==> src/rtl/kami_step_issuer.sv <==
// kami_step_issuer: debounced push-button to single-cycle
// count_value method calls, with a 3-deep request queue.
module kami_step_issuer #(
  parameter int VALUE_W         = 4,
  parameter int DEBOUNCE_CYCLES = 12000,
  parameter int REPEAT_CYCLES   = 6000000
) (
  input  logic               CLK,
  input  logic               RST,
  input  logic               btn_i,
  input  logic               RDY_count_value,
  input  logic [VALUE_W-1:0] count_value,
  output logic               EN_count_value,
  output logic [VALUE_W-1:0] value_o,
  output logic               value_valid_o,
  output logic [1:0]         pending_o,
  output logic               overflow_o,
  input  logic               clr_overflow_i
);

  localparam int DCW = (DEBOUNCE_CYCLES > 2) ? $clog2(DEBOUNCE_CYCLES) : 1;
  localparam int RCW = (REPEAT_CYCLES > 2) ? $clog2(REPEAT_CYCLES) : 1;
  localparam logic [DCW-1:0] D_LAST = DCW'(DEBOUNCE_CYCLES - 1);
  localparam logic [RCW-1:0] R_LAST = RCW'(REPEAT_CYCLES - 1);

  localparam logic [1:0] S_IDLE  = 2'd0;
  localparam logic [1:0] S_ISSUE = 2'd1;
  localparam logic [1:0] S_GAP   = 2'd2;

  logic           r_sync1;
  logic           r_sync2;
  logic           r_db;
  logic           r_db_d;
  logic [DCW-1:0] r_dcnt;
  logic [RCW-1:0] r_rep;
  logic [1:0]     r_pend;
  logic           r_ovf;
  logic [1:0]     r_state;
  logic [VALUE_W-1:0] r_val;
  logic           r_vv;

  logic w_rise;
  logic w_req;
  logic w_issue;
  logic w_drop;

  assign w_rise  = r_db & ~r_db_d;
  assign w_req   = w_rise | (r_db & (r_rep == R_LAST));
  assign w_issue = (r_state == S_ISSUE) & RDY_count_value;
  assign w_drop  = w_req & ~w_issue & (r_pend == 2'd3);

  assign EN_count_value = w_issue;
  assign value_o        = r_val;
  assign value_valid_o  = r_vv;
  assign pending_o      = r_pend;
  assign overflow_o     = r_ovf;

  // two-flop synchroniser for the raw button
  always_ff @(posedge CLK or posedge RST) begin
    if (RST) begin
      r_sync1 <= 1'b0;
      r_sync2 <= 1'b0;
    end else begin
      r_sync1 <= btn_i;
      r_sync2 <= r_sync1;
    end
  end

  // accept a level change only after it has been stable long enough
  always_ff @(posedge CLK or posedge RST) begin
    if (RST) begin
      r_db   <= 1'b0;
      r_dcnt <= '0;
    end else if (r_sync2 != r_db) begin
      if (r_dcnt == D_LAST) begin
        r_db   <= r_sync2;
        r_dcnt <= '0;
      end else begin
        r_dcnt <= r_dcnt + 1'b1;
      end
    end else begin
      r_dcnt <= '0;
    end
  end

  // press edge detect and auto-repeat timer while held
  always_ff @(posedge CLK or posedge RST) begin
    if (RST) begin
      r_db_d <= 1'b0;
      r_rep  <= '0;
    end else begin
      r_db_d <= r_db;
      if (w_rise) begin
        r_rep <= '0;
      end else if (r_db) begin
        r_rep <= (r_rep == R_LAST) ? '0 : r_rep + 1'b1;
      end else begin
        r_rep <= '0;
      end
    end
  end

  // saturating count of requests not yet issued
  always_ff @(posedge CLK or posedge RST) begin
    if (RST) begin
      r_pend <= 2'd0;
    end else begin
      unique case ({w_req, w_issue})
        2'b10:   if (r_pend != 2'd3) r_pend <= r_pend + 2'd1;
        2'b01:   r_pend <= r_pend - 2'd1;
        default: r_pend <= r_pend;
      endcase
    end
  end

  // sticky drop flag; a drop beats a coincident clear
  always_ff @(posedge CLK or posedge RST) begin
    if (RST) begin
      r_ovf <= 1'b0;
    end else if (w_drop) begin
      r_ovf <= 1'b1;
    end else if (clr_overflow_i) begin
      r_ovf <= 1'b0;
    end
  end

  // issue sequencer: wait for work, call when ready, one dead cycle
  always_ff @(posedge CLK or posedge RST) begin
    if (RST) begin
      r_state <= S_IDLE;
    end else begin
      unique case (r_state)
        S_IDLE:  if (r_pend != 2'd0) r_state <= S_ISSUE;
        S_ISSUE: if (RDY_count_value) r_state <= S_GAP;
        S_GAP:   r_state <= S_IDLE;
        default: r_state <= S_IDLE;
      endcase
    end
  end

  // capture the method's return value on each call
  always_ff @(posedge CLK or posedge RST) begin
    if (RST) begin
      r_val <= '0;
      r_vv  <= 1'b0;
    end else begin
      r_vv <= w_issue;
      if (w_issue) r_val <= count_value;
    end
  end

endmodule

==> config.mk <==
export PLATFORM = sky130hd
export DESIGN_NAME = kami_step_issuer
export DESIGN_NICKNAME = d
export VERILOG_FILES = /design/src/rtl/kami_step_issuer.sv
export SDC_FILE = /design/constraint.sdc
export NUM_CORES = 1
export LEC_CHECK = 0
export CAP_MARGIN = 25
export CORE_MARGIN = 5
export CORE_UTILIZATION = 50
export DETAILED_ROUTE_END_ITERATION = 10
export DONT_BUFFER_PORTS = 1
export PLACE_DENSITY = 0.7
export SETUP_SLACK_MARGIN = 0.4
export SYNTH_ARGS = -nofsm -noshare
export SYNTH_HDL_FRONTEND = slang
export SYNTH_SLANG_ARGS = --single-unit
export TNS_END_PERCENT = 100
==> constraint.sdc <==
create_clock -name CLK -period 1.77 [get_ports CLK]
set_input_delay 0.2655 -clock CLK [delete_from_list [all_inputs] [get_ports CLK]]
set_output_delay 0.2655 -clock CLK [all_outputs]
set_load 0.01 [all_outputs]
# [Word-level counts from Yosys, hierarchy flattened]
# Cells that the tools add are included.
# W data, S select, Z words.
[op_classes] addsub=4 mul=0 div=0 magnitude_cmp=0 n_eq_ne=11 n_shift=0 muxes=12 bitwise=8 reduce_logical=7
[op_table] op="$mux W23" count=3
[op_table] op="$mux W14" count=2
[op_table] op="$add A23 B1 Y23 const B" count=1
[op_table] op="$eq A23 B23 Y1 const B" count=1
[op_table] op="$add A14 B1 Y14 const B" count=1
[op_table] op="$eq A14 B14 Y1 const B" count=1
[op_table] op="$ne A2 B2 Y1 const B" count=4
[op_table] op="$pmux W2 S2" count=2
[op_table] op="$mux W2" count=3
[op_table] op="$reduce_and A2 Y1" count=3
[op_table] op="$reduce_bool A2 Y1" count=3
[op_table] op="$and A1 B1 Y1" count=5
[op_table] op="$eq A2 B1 Y1 const B" count=2
[op_table] op="$eq A2 B2 Y1 const B" count=2
[op_table] op="$add A2 B1 Y2 const B" count=1
[op_table] op="$logic_not A2 Y1" count=1
[op_table] op="$mux W1" count=2
[op_table] op="$not A1 Y1" count=2
[op_table] op="$sub A2 B1 Y2 const B" count=1
[op_table] op="$ne A1 B1 Y1" count=1
[op_table] op="$or A1 B1 Y1" count=1
[word_totals] register_bits=51 latchBits=0 mem_bits_rw=0 romBits=0 input_bits=9 out_inout_bits=9 mem_count=0

# [Depth between registers and ports, before layout]
[logic_depth] ltp_word=6 depth_mapped=6 ltp_nobuf=5

# [Least setup slack after synthesis]
# OpenSTA, ideal clock, no wires.
[synth_timing] path_type="register to register" start="register r_rep[0]" end="register r_rep[22]" setup_time_ns=0.073 t_arrival_ns=1.794 required_ns=1.697 slack_ns=-0.097 path_stages_with_launch=7 period_less_slack_ns=1.867 path_cell_list="dfrtp_1 ha_1 nand3_1 or3_1 buf_6 or4_4 a21oi_2"
[synth_via] elab_chain_cells=4 elab_cells_between_ends=5
[synth_lines] element="start, declared" line="35" text="logic [RCW-1:0] r_rep;"
[synth_lines] element="start signal, assigned" line="96" text="r_rep <= (r_rep == R_LAST) ? '0 : r_rep + 1'b1;"
[synth_lines] element="$add A23 B1 Y23 / $eq A23 B23 Y1 (equally long branches)" line="96"
[synth_lines] element="$mux W23 (*)" line="96"
[synth_lines] element="$mux W23 (*)" line="95" text="end else if (r_db) begin"
[synth_lines] element="$mux W23 (*)" line="93" text="if (w_rise) begin"
# Every way passes the cells marked *; elsewhere a longest branch is shown, timed or not.
# A chain may end at the register's enable or synchronous reset.

# [Worst setup path in the final report]
[layout_timing] start="register r_rep[1]" end="register r_rep[20]"
# The elaborated chain is that of the path after synthesis.

==> flow_metrics.env <==
export IMPL_critical_path_reg2reg_startpoint="r_rep[1]"
export IMPL_worst_clock_skew_ps=10.18
export IMPL_drtIter0Drc=130
export IMPL_avgViaCountPerCell=5.617
export IMPL_worst_path_buf_inv=0
export IMPL_synth_area_leaders="sky130_fd_sc_hd__dfrtp_1 (53%), sky130_fd_sc_hd__xnor2_1 (4.7%), sky130_fd_sc_hd__nor2_1 (4.5%)"
export IMPL_cts_inserted_buffers=5
export IMPL_static_leakage_power_nw=1.384
export IMPL_reg2reg_setup_slack_ps=60
export IMPL_chipWidth_um=79.44
export IMPL_clk_root_buffer_cell="sky130_fd_sc_hd__clkbuf_8"
export IMPL_layout_nets=306
export IMPL_ff2ff_path_depth=5
export IMPL_status="complete, no violations"
export IMPL_ys_warnings_count=0
export IMPL_crit_chain="ha_4 -> nand3_4 -> or3_4 -> or4_1 -> a21oi_2"
export IMPL_transition_time_at_the_pin_with_the_least_slew_margin_ps=651.7
export IMPL_die_height_um=79.44
export IMPL_overflow=0
export IMPL_wire_length_of_the_first_global_routing_pass_um=8818
export IMPL_fraction_of_synthesis_flops_using_an_asynchronous_set_or_reset_pin_pct=100.0
export IMPL_count_of_cell_instances_traversed_by_the_critical_path=5
export IMPL_post_drt_wl_per_cell_um=15.83
export IMPL_setup_violations=0
export IMPL_die_area_um2=6311
export IMPL_detail_route_antenna_nets=0
export IMPL_max_slew_margin_pct=56.46
export IMPL_finish_utilization_pct=71.71
export IMPL_finish_instance_area_um2=3364
export IMPL_synth_top_area_cell="sky130_fd_sc_hd__dfrtp_1"
export IMPL_achievable_frequency_ghz=0.5838
export IMPL_clk_pin_slew_worst_paths_ps=100
export IMPL_core_area_um2=4692
export IMPL_maximum_number_of_pins_on_one_net_before_global_route_repair=30
export IMPL_multiInputGateArea_um2=1398
export IMPL_critPathLaunch="r_rep[1]"
export IMPL_n_antenna_cell=0
export IMPL_synthesis_nets=251
export IMPL_routed_via_count=1966
export IMPL_detail_route_drc_violations=0
export IMPL_critical_path_top_delay_family="simple AND/OR/NAND/NOR gates"
export IMPL_synthesis_area_um2=2411
export IMPL_synth_enable_flop_cells=0
export IMPL_grt_use_total_pct=17.44
export IMPL_area_delta_synth_final_pct=39.54
export IMPL_worst_ep_arrival_time_ps=1960
export IMPL_kind_of_end_point_of_the_critical_path="flop"
export IMPL_timing_hold_worst_class="in2reg"
export IMPL_placement_rows=25
export IMPL_timing_rr_end="r_rep[20]"
export IMPL_hpwl_um=3134
export IMPL_finalHoldViolations=0
export IMPL_critical_path_max_stage_delay_ps=450
export IMPL_placed_cell_area_um2=2734
export IMPL_worst_setup_path_endpoint="r_rep[20]"
export IMPL_timing_critical_path_required_ps=2020
export IMPL_regArea_um2=1277
export IMPL_period_minus_slack_ps=1713
export IMPL_layout_worst_path_cycle_share_pct=96.77
export IMPL_synth_distinct_cells=40
export IMPL_power_ir_vdd_worst_mv=0.5134
export IMPL_ys_seq_area_share_pct=52.93
export IMPL_critical_path_slowest_cell="sky130_fd_sc_hd__or3_4"
export IMPL_cts_buffer_depth=2
export IMPL_setup_worst_path_class="reg2reg"
export IMPL_cts_num_sinks=51
export IMPL_wl_um=5540
export IMPL_dominantRegCellSynth="sky130_fd_sc_hd__dfrtp_1"
export IMPL_post_route_cells_drive_above_1_share_pct=43.92
export IMPL_ys_ff_latch=51
export IMPL_depth_of_the_cts_h_tree=2
export IMPL_port_buffers=0
export IMPL_io_pins=18
export IMPL_detailedRoute_firstPassIterationCount=4
export IMPL_slew_violations=0
export IMPL_timing_critical_path_fanout_max=8
export IMPL_power_density_nw_per_um2=703.9
export IMPL_syn_mean_instance_area_um2=10.05
export IMPL_unrepaired_setup_endpoints_after_global_routing="true"
export IMPL_synth_top_cell_area_share_pct=52.93
export IMPL_cts_tree="yes"
export IMPL_grt_antenna_before_repair=0
export IMPL_count_of_max_cap_constraint_violations=0
export IMPL_fill_cells=320
export IMPL_grt_pass1_vias=1984
export IMPL_initial_util_pct=51.39
export IMPL_postSynthCellCount=240
export IMPL_gp_congestion=0.7582
export IMPL_clk_latency_ps=310
export IMPL_critical_path_startpoint_type="flop"
## power by group
group | leakage, nW | total [mW] | switching, mW | internal [mW]
Sequential | 0.690 | 1.39 | 0.127 | 1.26
Clock | 0.0485 | 0.686 | 0.402 | 0.284
Combinational | 0.646 | 0.292 | 0.160 | 0.132
## synthesized netlist by cell type (all sizes together), types with 3 or more instances
library cell  instances
or3                   7
nor4                  5
or4                   6
nor2                 29
nand2                26
o21ai                 5
and4                  5
nor3                  3
dfrtp                51
xnor2                13
o31ai                 7
xor2                 11
buf                   3
inv                   9
and3                  4
nand3                14
clkbuf                3
a21oi                12
nand4                 7
or2                   3
## repair_timing
item	4_1_cts	5_1_grt
endpoints found under the setup margin	39	39
buffers inserted	21	4
hold endpoints to repair	29	0
gates cloned	1	3
resized for setup	14	59
pin swaps	9	22
hold buffers	2	0
## metal layers
layer | global-route usage [%] | routed length, um | vias up
li1 | - | - | 951
met1 | 22.41 | 2479 | 975
met2 | 29.80 | 2821 | 31
met3 | 3.047 | 138 | 9
met4 | 5.498 | 101 | 0
met5 | 0 | 0 | -
## stage by stage
| step | power [mW] | hold slack, ps | TNS [ps] | worst slack (ps) | instances |
|---|---|---|---|---|---|
| after detailed placement | 1.648 | 254.3 | -23.77 | -12.96 | 311 |
| after CTS | 2.372 | 41.63 | 0 | 77.46 | 343 |
| final | 2.368 | 46.92 | 0 | 57.17 | 350 |
| after global routing | 2.516 | 32.33 | -40.20 | -11.09 | 350 |
| after global placement | 1.639 | 250.6 | 0 | 22.29 | 311 |
| after floorplan | 1.580 | 296.9 | -4.778 | -4.226 | 240 |
## state kept, by name, indices dropped and copies added, names as in the netlist
name	flops
value_o	4
r_sync1	1
r_db	1
pending_o	2
value_valid_o	1
r_state	2
r_db_d	1
r_dcnt	14
overflow_o	1
r_sync2	1
r_rep	23
## how the worst min path moves through the flow
stage | slack, ps | to | startpoint | cells after the start
2_1_floorplan | 300 | r_sync1 | btn_i | 0
3_3_place_gp | 250 | value_o[1] | RST | 1
3_5_place_dp | 250 | value_o[1] | RST | 1
4_1_cts | 40 | overflow_o | clr_overflow_i | 1
5_1_grt | 30 | overflow_o | clr_overflow_i | 1
6_report | 50 | overflow_o | clr_overflow_i | 1
## kinds of logic after synthesis
| logic type | share of synthesized area, % |
|---|---|
| AOI/OAI and AO/OA | 6.695 |
| xor gates and xnor gates | 8.718 |
| adders and majority gates | 1.038 |
| buffers and inverters | 2.958 |
| DFF | 52.93 |
| muxes | 1.297 |
| and+or+nand+nor | 26.36 |
## cell type report
class	instances	area share [%]
Sequential cell	51	37.97
Multi-Input combinational cell	175	41.54
Tap cell	54	2.008
Inverter	9	1.227
Clock inverter	3	0.6694
Timing Repair Buffer	53	14.54
Clock buffer	5	2.045
## cell usage in the layout, fill, tap and decap left out, drive strengths merged, types with 6 or more instances in the layout
cell type / instances
xor2: 11
or4: 6
clkbuf: 7
inv: 8
nand4: 7
dfrtp: 51
nand3: 14
a21oi: 12
buf: 49
or3: 7
o31ai: 7
nor2: 29
xnor2: 13
nand2: 26
No activity file was read; power rests on OpenSTA's default activity.
